## src/rtl/conv_pkg.sv

```systemverilog
// Shared constants and helpers for the convolution window generator:
// default geometry, counter widths, window index mapping and window count.
package conv_pkg;

    localparam int KERNEL_DEF = 3;
    localparam int N_DEF      = 4;
    localparam int IMG_W_DEF  = 8;
    localparam int IMG_H_DEF  = 8;

    // A counter for a depth-1 range still needs a one-bit register.
    function automatic int cnt_w(input int depth);
        return (depth > 1) ? $clog2(depth) : 1;
    endfunction

    function automatic int idx(input int r, input int c, input int kernel);
        return r * kernel + c;
    endfunction

    function automatic int win_count(input int kernel, input int img_w, input int img_h);
        return (img_h - kernel + 1) * (img_w - kernel + 1);
    endfunction

    localparam int COL_W     = cnt_w(IMG_W_DEF);
    localparam int ROW_W     = cnt_w(IMG_H_DEF);
    localparam int WIN_COUNT = win_count(KERNEL_DEF, IMG_W_DEF, IMG_H_DEF);

endpackage

```

## src/rtl/conv_window_gen_if.sv

```systemverilog
// Pixel-stream input and packed-window output bundle of the window generator.
// master = the window generator, slave = pixel source / window consumer.
interface conv_window_gen_if #(
    parameter int KERNEL = 3,
    parameter int N      = 4
);
    logic [N-1:0]               pix_in;
    logic                       pix_valid;
    logic                       sof_in;
    logic [KERNEL*KERNEL*N-1:0] data2conv;
    logic                       en_out;
    logic                       frame_done;

    modport master (
        input  pix_in, pix_valid, sof_in,
        output data2conv, en_out, frame_done
    );

    modport slave (
        output pix_in, pix_valid, sof_in,
        input  data2conv, en_out, frame_done
    );
endinterface

```

## src/rtl/conv_line_buffer.sv

```systemverilog
// One image row of pixel delay addressed by column; the read is combinational
// so the old pixel at a column is available in the same cycle it is replaced.
module conv_line_buffer #(
    parameter int DEPTH  = 8,
    parameter int WIDTH  = 4,
    parameter int ADDR_W = 3
) (
    input  logic              clk,
    input  logic              we,
    input  logic [ADDR_W-1:0] addr,
    input  logic [WIDTH-1:0]  wr_data,
    output logic [WIDTH-1:0]  rd_data
);
    logic [WIDTH-1:0] mem [DEPTH];

    assign rd_data = mem[addr];

    always_ff @(posedge clk) begin
        if (we) begin
            mem[addr] <= wr_data;
        end
    end
endmodule

```

## src/rtl/conv_window_gen.sv

```systemverilog
// Sliding KERNEL x KERNEL window generator over a raster pixel stream.
// Optional macro CONVWIN_STRIDE2_EN: emit only every second window in both axes.
module conv_window_gen
    import conv_pkg::*;
#(
    parameter int KERNEL = KERNEL_DEF,
    parameter int N      = N_DEF,
    parameter int IMG_W  = IMG_W_DEF,
    parameter int IMG_H  = IMG_H_DEF
) (
    input  logic                clk,
    input  logic                rst,
    conv_window_gen_if.master   win_if
);
    localparam int   C_W     = cnt_w(IMG_W);
    localparam int   R_W     = cnt_w(IMG_H);
    localparam int   WIN_E   = KERNEL * KERNEL;
    localparam logic KM1_ODD = 1'((KERNEL - 1) % 2);

    logic [C_W-1:0] col_reg, col_next, eff_col;
    logic [R_W-1:0] row_reg, row_next, eff_row;
    logic           accept;
    logic           stride_ok;
    logic           en_reg, en_next;
    logic           frame_done_reg, frame_done_next;
    logic [N-1:0]   col_vec  [KERNEL];
    logic [N-1:0]   win_reg  [WIN_E];
    logic [N-1:0]   win_next [WIN_E];

    assign accept  = win_if.pix_valid;
    // A start-of-frame pixel is taken as (0,0) regardless of where the counters are.
    assign eff_col = win_if.sof_in ? '0 : col_reg;
    assign eff_row = win_if.sof_in ? '0 : row_reg;

    // Line buffer gi holds the row gi+1 above the incoming one; they form a cascade.
    genvar gi;
    for (gi = 0; gi < KERNEL - 1; gi++) begin : g_lb
        logic [N-1:0] wr_data;
        if (gi == 0) begin : g_head
            assign wr_data = win_if.pix_in;
        end else begin : g_chain
            assign wr_data = col_vec[KERNEL-1-gi];
        end
        conv_line_buffer #(
            .DEPTH  (IMG_W),
            .WIDTH  (N),
            .ADDR_W (C_W)
        ) u_lb (
            .clk     (clk),
            .we      (accept),
            .addr    (eff_col),
            .wr_data (wr_data),
            .rd_data (col_vec[KERNEL-2-gi])
        );
    end
    assign col_vec[KERNEL-1] = win_if.pix_in;

`ifdef CONVWIN_STRIDE2_EN
    assign stride_ok = (eff_row[0] == KM1_ODD) && (eff_col[0] == KM1_ODD);
`else
    assign stride_ok = 1'b1;
`endif

    always_comb begin
        col_next = col_reg;
        row_next = row_reg;
        if (accept) begin
            if (eff_col == C_W'(IMG_W - 1)) begin
                col_next = '0;
                row_next = (eff_row == R_W'(IMG_H - 1)) ? '0 : eff_row + R_W'(1);
            end else begin
                col_next = eff_col + C_W'(1);
                row_next = eff_row;
            end
        end
    end

    always_comb begin
        en_next = accept && stride_ok
                  && (eff_row >= R_W'(KERNEL - 1))
                  && (eff_col >= C_W'(KERNEL - 1));
        frame_done_next = accept
                  && (eff_row == R_W'(IMG_H - 1))
                  && (eff_col == C_W'(IMG_W - 1));
    end

    // Window slides left by one column; the new column enters on the right.
    always_comb begin
        win_next = win_reg;
        if (accept) begin
            for (int r = 0; r < KERNEL; r++) begin
                for (int c = 0; c < KERNEL - 1; c++) begin
                    win_next[idx(r, c, KERNEL)] = win_reg[idx(r, c + 1, KERNEL)];
                end
                win_next[idx(r, KERNEL - 1, KERNEL)] = col_vec[r];
            end
        end
    end

    always_ff @(posedge clk or posedge rst) begin
        if (rst) begin
            col_reg        <= '0;
            row_reg        <= '0;
            en_reg         <= 1'b0;
            frame_done_reg <= 1'b0;
            for (int i = 0; i < WIN_E; i++) begin
                win_reg[i] <= '0;
            end
        end else begin
            col_reg        <= col_next;
            row_reg        <= row_next;
            en_reg         <= en_next;
            frame_done_reg <= frame_done_next;
            win_reg        <= win_next;
        end
    end

    for (gi = 0; gi < WIN_E; gi++) begin : g_pack
        assign win_if.data2conv[gi*N +: N] = win_reg[gi];
    end
    assign win_if.en_out     = en_reg;
    assign win_if.frame_done = frame_done_reg;
endmodule

```

## src/flat_wrapper.sv

```systemverilog
// flat-port wrapper written by rule: the top's interface ports become plain ports
module conv_window_gen_flat import conv_pkg::*;
#(
    parameter int KERNEL = KERNEL_DEF,
    parameter int N      = N_DEF,
    parameter int IMG_W  = IMG_W_DEF,
    parameter int IMG_H  = IMG_H_DEF
)
  (clk, rst, win_if_pix_in, win_if_pix_valid, win_if_sof_in, win_if_data2conv, win_if_en_out, win_if_frame_done);
  conv_window_gen_if #(.KERNEL(KERNEL), .N(N)) win_if_i ();
  input  logic clk;
  input  logic rst;
  input wire logic [$bits(win_if_i.pix_in)-1:0] win_if_pix_in;
  input wire logic [$bits(win_if_i.pix_valid)-1:0] win_if_pix_valid;
  input wire logic [$bits(win_if_i.sof_in)-1:0] win_if_sof_in;
  output wire logic [$bits(win_if_i.data2conv)-1:0] win_if_data2conv;
  output wire logic [$bits(win_if_i.en_out)-1:0] win_if_en_out;
  output wire logic [$bits(win_if_i.frame_done)-1:0] win_if_frame_done;
  assign win_if_i.pix_in = win_if_pix_in;
  assign win_if_i.pix_valid = win_if_pix_valid;
  assign win_if_i.sof_in = win_if_sof_in;
  assign win_if_data2conv = win_if_i.data2conv;
  assign win_if_en_out = win_if_i.en_out;
  assign win_if_frame_done = win_if_i.frame_done;
  conv_window_gen #(.KERNEL(KERNEL), .N(N), .IMG_W(IMG_W), .IMG_H(IMG_H)) u_core (.clk(clk), .rst(rst), .win_if(win_if_i));
endmodule
```

## config.mk

```make
export PLATFORM = sky130hd
export DESIGN_NAME = conv_window_gen_flat
export DESIGN_NICKNAME = d
export VERILOG_FILES = /design/src/rtl/conv_pkg.sv /design/src/rtl/conv_window_gen_if.sv /design/src/rtl/conv_line_buffer.sv /design/src/rtl/conv_window_gen.sv /design/src/flat_wrapper.sv
export SDC_FILE = /design/constraint.sdc
export NUM_CORES = 1
export LEC_CHECK = 0
export CELL_PAD_IN_SITES_DETAIL_PLACEMENT = 0
export CELL_PAD_IN_SITES_GLOBAL_PLACEMENT = 2
export CORE_ASPECT_RATIO = 2
export CORE_MARGIN = 2
export CORE_UTILIZATION = 45
export CTS_BUF_LIST = sky130_fd_sc_hd__clkbuf_8 sky130_fd_sc_hd__clkbuf_16
export CTS_CLUSTER_DIAMETER = 150
export DETAILED_ROUTE_END_ITERATION = 8
export PLACE_DENSITY = 0.83
export SLEW_MARGIN = 40
export SYNTH_ARGS = -nofsm -noshare
export SYNTH_HDL_FRONTEND = slang
export SYNTH_HIERARCHICAL = 1
export SYNTH_SLANG_ARGS = --single-unit
```

## constraint.sdc

```tcl
create_clock -name clk -period 6 [get_ports clk]
set_input_delay 1.2 -clock clk [delete_from_list [all_inputs] [get_ports clk]]
set_output_delay 1.2 -clock clk [all_outputs]
set_load 0.03 [all_outputs]
```

# Word level (Yosys, flattened, before mapping)
# Memory sizes are Yosys's and may differ from the RTL's. A register that Yosys moved wholly into a read port is not among the register bits.
# Index checks and enable logic that the tools add are counted.
# classes
addsub	2
multipliers	0
div	0
magnitude_cmp	2
eq_ne	2
n_shift	0
n_mux	7
n_bitwise	0
reduce_logical	4
# ops
op	count
$mux 3	5
$add 3x1->3 const B	2
$eq 3x3->1 const B	2
$ge 3x2->1 const B	2
$logic_and 1x1->1	4
$mux 1	2
# totals
reg_bits	40
latchBits	0
ramBits	64
mem_bits_ro	0
inputBits	8
output_inout_bits	38
word_cells	31
memories	2
# mem_list
name	words	width	rd	rd_clocked_by_memory_dff	write_ports	line_no	text
u_core.g_lb[0].u_lb.mem	8	4	1	0	1	conv_line_buffer.sv:14	logic [WIDTH-1:0] mem [DEPTH];
u_core.g_lb[1].u_lb.mem	8	4	1	1	1	conv_line_buffer.sv:14	

# Depth between registers and ports, before layout
# Gate-level depths: netlist of run 1.
# logic_depth
word_depth	4
depth_mapped	9
mapped_depth_nobuf	7

# Hierarchy
# Netlist of run 1, hierarchy kept.
# by_module_without_submodules
mod	instances	cells_per_inst	area_each_um2	seq_area_each_um2
conv_line_buffer	2	75	1311.3	960.9
conv_window_gen	1	114	1935.6	1101.1

# Worst setup path before layout of run 1
# OpenSTA, ideal clock, no wires.
# synth_timing
path_kind	in2reg
start	in win_if_sof_in
end	reg u_core.win_reg (netlist bit u_core/win_if.data2conv[23])
setup_ns	0.125
arrival_time_ns	2.765
required_time_ns	5.875
slack_ns	3.110
cell_stages	7
n_path_buf	1
path_cell_list	nor2b_1 > buf_2 > mux2i_1 > nor2_1 > a31oi_1 > o21ai_0 > mux2_4
# synth_rtl
item	line_no	text
start: declaration	flat_wrapper.sv:15	input wire logic [$bits(win_if_i.sof_in)-1:0] win_if_sof_in;
end signal: assignment	conv_window_gen.sv:114	win_reg <= win_next;
end: declaration	conv_window_gen.sv:27	logic [N-1:0] win_reg [WIN_E];

==> results of run 1 <==
cell type report:
type / instances / area (um2) / area share [%]
Sequential cell: 108 / 3023 / 56.25
Tap cell: 135 / 168.9 / 3.143
Inverter: 5 / 21.27 / 0.3958
Multi-Input combinational cell: 136 / 1404 / 26.12
Clock inverter: 7 / 51.30 / 0.9546
Timing Repair Buffer: 50 / 480.5 / 8.941
Clock buffer: 9 / 225.2 / 4.191
where the power goes:
part | internal [uW] | switching [uW] | leakage (uW)
Sequential | 886 | 54.9 | 0.00111
Combinational | 236 | 260 | 0.000836
Clock | 284 | 257 | 0.000139
logic make-up (layout without fill, tap and decap cells):
family	count (synthesis)	after routing	synth area share (%)
flops	108	108	66.32
mux	61	61	20.12
compound gates	27	27	4.145
fa+ha+maj	6	6	1.647
simple gates	42	42	4.227
buf+inv	20	71	3.541
worst register-to-register path, stage by stage, from the launching register on:
cell	delay, ns
dfrtp_1	0.34
nand2b_1	0.08
inv_1	0.41
buf_4	0.39
mux4_1	0.59
mux2_2	0.35
mux2_4	0.27
how the worst min path moves through the flow:
stage	startpoint	slack [ns]	depth (start not counted)	to
final	u_core/row_reg[0]	0.50	1	u_core/row_reg[0]
after floorplan	u_core/row_reg[0]	0.46	1	u_core/row_reg[0]
after CTS	u_core/row_reg[0]	0.50	1	u_core/row_reg[0]
after global placement	u_core/row_reg[0]	0.48	1	u_core/row_reg[0]
after global routing	u_core/row_reg[0]	0.51	1	u_core/row_reg[0]
after detailed placement	u_core/row_reg[0]	0.49	1	u_core/row_reg[0]
Yosys cell counts:
library cell / instances / area (um2)
edfxtp_1: 64 / 1922
dfrtp_1: 44 / 1101
mux2_4: 34 / 510.5
nor2_1: 18 / 67.56
mux2_2: 11 / 123.9
mux2i_1: 8 / 80.08
nand2_1: 7 / 26.28
a21oi_1: 6 / 30.03
a31oi_1: 6 / 37.54
buf_2: 6 / 30.03
ha_1: 6 / 75.07
mux4_1: 6 / 157.7
nand2b_1: 6 / 37.54
inv_1: 5 / 18.77
buf_6: 4 / 45.04
nor2b_1: 4 / 25.02
nor3_1: 4 / 20.02
buf_12: 3 / 60.06
o21ai_0: 3 / 15.01
a211o_1: 2 / 17.52
a211oi_1: 2 / 15.01
clkbuf_1: 2 / 7.510
mux4_2: 2 / 45.04
nand3_1: 2 / 10.01
o211ai_1: 2 / 15.01
o21ba_2: 2 / 20.02
o2bb2ai_1: 2 / 17.52
a32o_1: 1 / 10.01
and3_1: 1 / 6.260
o221a_2: 1 / 11.26
placed cells by master, fill, tap and decap left out, types with 3 or more instances in the layout:
cell type        synthesis  routed
inv_1                    5       5
mux2i_1                  8       8
ha_1                     6       6
mux2_2                  11      11
nand2b_1                 6       6
o21ai_0                  3       3
clkdlybuf4s50_1          0      44
mux2_4                  34      34
edfxtp_1                64      64
nor3_2                   0       4
nor2_1                  18      18
mux4_1                   6       6
clkinv_4                 0       3
buf_4                    0       4
dfrtp_1                 44      44
nand2_1                  7       7
a21oi_1                  6       6
clkbuf_16                0       9
a31oi_1                  6       6
per-layer routing:
metal	vias to the layer above	global-route usage, %	wire length, um
li1	1080	-	-
met1	1125	16.82	2951
met2	51	29.96	4926
met3	17	2.899	179
met4	0	7.368	210
met5	-	0	0
through the flow:
step                setup WS [ns]  hold slack (ns)
floorplan                   3.110           0.4572
global placement            2.004           0.4843
detailed placement          1.870           0.4876
CTS                         2.239           0.5031
finish                      2.197           0.4981
global route                2.035           0.5052
==> flow_metrics.tcl, run 1 <==
set metrics [dict create \
    status "complete, no violations" \
    cp_num_buf_inv 3 \
    path_cells "clkdlybuf4s50_1 -> nand2b_1 -> inv_1 -> buf_4 -> mux4_1 -> mux2_2 -> mux2_4" \
    routed_via_density 5.051 \
    coreArea_um2 10020 \
    cts_num_sinks 108 \
    ctsHoldBuffers 0 \
    critPathLaunch "win_if_sof_in" \
    rsz0062_at_grt "no" \
    synth_seq_cells 108 \
    yosysSeqAreaShare_pct 66.32 \
    area_growth_syn_to_layout_pct 17.90 \
    ctsResizeCount 0 \
    antenna_found_initial 0 \
    grt_pass1_wl_mm 12.64 \
    grt_pass1_vias 2283 \
    crit_type "in -> reg" \
    pin_count 46 \
    power.total_uw 1979 \
    crit_path_end_kind "flop" \
    drc 0 \
    synth.distinct_cells 30 \
    ir_worst_vdd_mv 0.1736 \
    cts_buffers 9 \
    totalNegativeSetupSlack_ns 0 \
    cp_data_arrival_time_ns 4.04 \
    final_cells 450 \
    p_leak_uw 0.002082 \
    final.setup_skew_ns 0.009678 \
    final-max-slew-violation-count 0 \
    dpl_cell_area_um2 5077 \
    r2r_end "u_core/win_if.data2conv[22]" \
    cap_violations 0 \
    setup_violations 0 \
    cp_slowest_stage_delay_ns 0.59 \
    cp_max_fo 20 \
    cts-root-buf "clkbuf_16" \
    final_util_pct 53.63 \
    cts.clk_slew.worst_paths_ns 0.07 \
    fin_nets 324 \
    hold_path_class "reg -> reg" \
    synth_cells 264 \
    cts_buffer_depth 2 \
    tritoncts "done" \
    clk_latency_ns 0.34 \
    regMostFlops "u_core/g_lb.u_lb/mem" \
    antenna_left 0 \
    die_w_um 75.17 \
    endpoint "u_core/win_if.data2conv[22]" \
    powerDensity_nw_per_um2 368.2 \
    antenna_cells 0 \
    syn-cell-area_um2 4558 \
    syn-num-nets 278 \
    cpLargestDelayFamily "buffers and inverters" \
    htree_levels 3 \
    rr_startpoint "u_core/col_reg[0]" \
    rrSetupSlack_ns 3.47 \
    syn_avg_cell_area_um2 17.27 \
    hold_viol_final 0 \
    drive_gt1_share_pct 24.44 \
    gp_congestion 0.8126 \
    post-cts-setup-buffer-count 0 \
    start_util_pct 45.49 \
    hpwlAfterDp_mm 5.905 \
    die_h_um 146.3 \
    gr-total-overflow 0 \
    place_inst 433 \
    ys_warn_count 6 \
    reg2regPathDepth 6 \
    post-route-cell-area_um2 5374 \
    drtPass1Iterations 5 \
    drt_iter0_markers 115 \
    required_ns 6.23 \
    routed_wl_mm 8.268 \
    portBuffers 45 \
    fill_cells 856 \
    grt_max_degree 51 \
    routedWlPerCell_um 18.37 \
    routed-via-count 2273 \
    largest_reg_flops 64 \
    max_freq_mhz 262.9 \
    start_kind "input pin" \
    rows 52 \
    slew_headroom_pct 46.34 \
    dieArea_um2 11000 \
    min_period_ns 3.803 \
    period_share_pct 63.39 \
    worstMarginPinSlew_ns 0.8050 \
    cp.depth 7 \
    grt_usage_pct 16.22 \
    crit_slowest_cell "mux4_1" \
]
Note: power is estimated with default switching activity, not from simulation.
==> inputs of run 2 (changes only) <==
--- a/config.mk
+++ b/config.mk
@@ -9,11 +9,11 @@
 export CELL_PAD_IN_SITES_GLOBAL_PLACEMENT = 2
 export CORE_ASPECT_RATIO = 2
 export CORE_MARGIN = 2
-export CORE_UTILIZATION = 45
+export CORE_UTILIZATION = 38
 export CTS_BUF_LIST = sky130_fd_sc_hd__clkbuf_8 sky130_fd_sc_hd__clkbuf_16
 export CTS_CLUSTER_DIAMETER = 150
 export DETAILED_ROUTE_END_ITERATION = 8
-export PLACE_DENSITY = 0.83
+export PLACE_DENSITY = 0.74
 export SLEW_MARGIN = 40
 export SYNTH_ARGS = -nofsm -noshare
 export SYNTH_HDL_FRONTEND = slang
==> constraint.sdc (replaced) <==
create_clock -name clk -period 3.33 [get_ports clk]
set_input_delay 0.666 -clock clk [delete_from_list [all_inputs] [get_ports clk]]
set_output_delay 0.666 -clock clk [all_outputs]
set_load 0.03 [all_outputs]
==> flow_metrics.tcl, run 2 (synthesis gave the netlist of run 1 again) <==
set metrics [dict create \
    p_int_uw 2589 \
    routed_wl_mm 8.873 \
    ir_worst_vdd_mv 0.4026 \
    required_ns 3.61 \
    cap_violations 0 \
    place_inst 450 \
    fin_nets 330 \
    ctsHoldBuffers 0 \
    netSwitchingFraction_pct 28.80 \
    slew_headroom_pct 45.58 \
    pwr-share-clk_pct 28.4 \
    cts_buffer_depth 2 \
    post-route-cell-area_um2 5438 \
    final.setup_skew_ns 0.006073 \
    fill_cells 999 \
    holdPathEnd "u_core/row_reg[0]" \
    hold_path_class "reg -> reg" \
    mostFrequentLayoutCells "64 x edfxtp_1, 44 x clkdlybuf4s50_1, 44 x dfrtp_1, 34 x mux2_4, 18 x nor2_1" \
    powerDensity_nw_per_um2 668.6 \
    final_cells 466 \
    rr_startpoint "u_core/col_reg[2]" \
    grt_pass1_wl_mm 13.62 \
    die_w_um 81.45 \
    setup_violations 0 \
    routed-via-count 2366 \
    worstMarginPinSlew_ns 0.8128 \
    start_util_pct 38.95 \
    cts.clk_slew.worst_paths_ns 0.07 \
    post-cts-setup-buffer-count 0 \
    period_share_pct 77.79 \
    min_period_ns 2.590 \
    routed_via_density 5.077 \
    gr-total-overflow 0 \
    reg2regPathDepth 7 \
    die_h_um 158.9 \
    drc 0 \
    htree_levels 3 \
    grt_usage_pct 14.76 \
    max_freq_mhz 386.0 \
    p_seq_share_pct 46.6 \
    p_leak_uw 0.002118 \
    multi_input_area_um2 1379 \
    dieArea_um2 12940 \
    tritoncts "done" \
    drt_iter0_markers 119 \
    min_path_cells 1 \
    cp_max_fo 17 \
    final-max-slew-violation-count 0 \
    cp_data_arrival_time_ns 2.87 \
    drtPass1Iterations 4 \
    power_switching_uw 1047 \
    min-delay-start "u_core/row_reg[0]" \
    start_kind "input pin" \
    largest_reg_flops 64 \
    status "complete, no violations" \
    antenna_found_initial 0 \
    ctsResizeCount 0 \
    cts_num_sinks 108 \
    gp_congestion 0.7847 \
    hpwlAfterDp_mm 6.173 \
    totalNegativeSetupSlack_ns 0 \
    rrSetupSlack_ns 1.23 \
    crit_type "in -> reg" \
    regMostFlops "u_core/g_lb.u_lb/mem" \
    antenna_left 0 \
    antenna_cells 0 \
    pwr-share-comb_pct 25.0 \
    cts_buffers 9 \
    rows 56 \
    dpl_cell_area_um2 5145 \
    crit_path_end_kind "flop" \
    portBuffers 45 \
    cts-root-buf "clkbuf_16" \
    area_growth_syn_to_layout_pct 19.30 \
    drive_gt1_share_pct 24.92 \
    final_common_cell "edfxtp_1" \
    grt_max_degree 45 \
    r2r_end "u_core/win_if.data2conv[23]" \
    pin_count 46 \
    clk_latency_ns 0.34 \
    rsz0062_at_grt "no" \
    hold_viol_final 0 \
    grt_pass1_vias 2455 \
    ff_latch_area_um2 3023 \
    coreArea_um2 11700 \
    routedWlPerCell_um 19.04 \
]
==> run 2: layout make-up <==
type                    instances  share of cell area, %
inverters                       5                 0.3912
multi-input cells             136                  25.36
flip-flops and latches        108                  55.59
clock buffers                  10                  4.602
clock inverters                 6                 0.7823
well taps                     145                  3.336
repair buffers                 56                  9.940
==> run 2: per-layer routing <==
layer / track usage (%) / wire length [um] / vias up
met1: 14.35 / 3114 / 1201
met2: 26.97 / 5141 / 50
met3: 3.011 / 233 / 22
li1: - / - / 1093
met4: 8.860 / 383 / 0
met5: 0 / 0 / -
==> run 2: worst max-delay path: stages <==
cell and delay [ns]:
clkdlybuf4s50_1 0.42, buf_4 0.17, nor2b_2 0.20, buf_4 0.29, mux2i_1 0.10, nor2_1 0.09, a31oi_1 0.04, o21ai_0 0.61
mux2_4 0.27
==> run 2: through the flow <==
step / hold WS (ns) / setup slack [ns] / utilization (%) / power, uW
6_report: 0.4989 / 0.7396 / 46.47 / 3636
3_3_place_gp: 0.4929 / 0.4307 / 43.95 / 2630
3_5_place_dp: 0.4820 / 0.3720 / 43.97 / 2645
2_1_floorplan: 0.4572 / 0.9743 / - / 2288
4_1_cts: 0.4995 / 0.7310 / 46.47 / 3685
5_1_grt: 0.5090 / 0.5480 / 46.47 / 3777
==> run 2: power groups by stage <==
stage / registers, uW / logic [uW] / clock network [uW]
final: 1700 / 908 / 1030
after detailed placement: 1730 / 918 / 0
after floorplan: 1930 / 355 / 0
after CTS: 1700 / 920 / 1060
after global placement: 1720 / 909 / 0
after global routing: 1710 / 960 / 1100
==> run 2: how the worst max path moves through the flow <==
stage                        from                          end  cells after the start
CTS                 win_if_sof_in  u_core/win_if.data2conv[23]                      9
finish              win_if_sof_in  u_core/win_if.data2conv[23]                      9
floorplan           win_if_sof_in  u_core/win_if.data2conv[23]                      7
global placement    win_if_sof_in  u_core/win_if.data2conv[22]                      7
global route        win_if_sof_in  u_core/win_if.data2conv[23]                      9
detailed placement  win_if_sof_in  u_core/win_if.data2conv[23]                      9
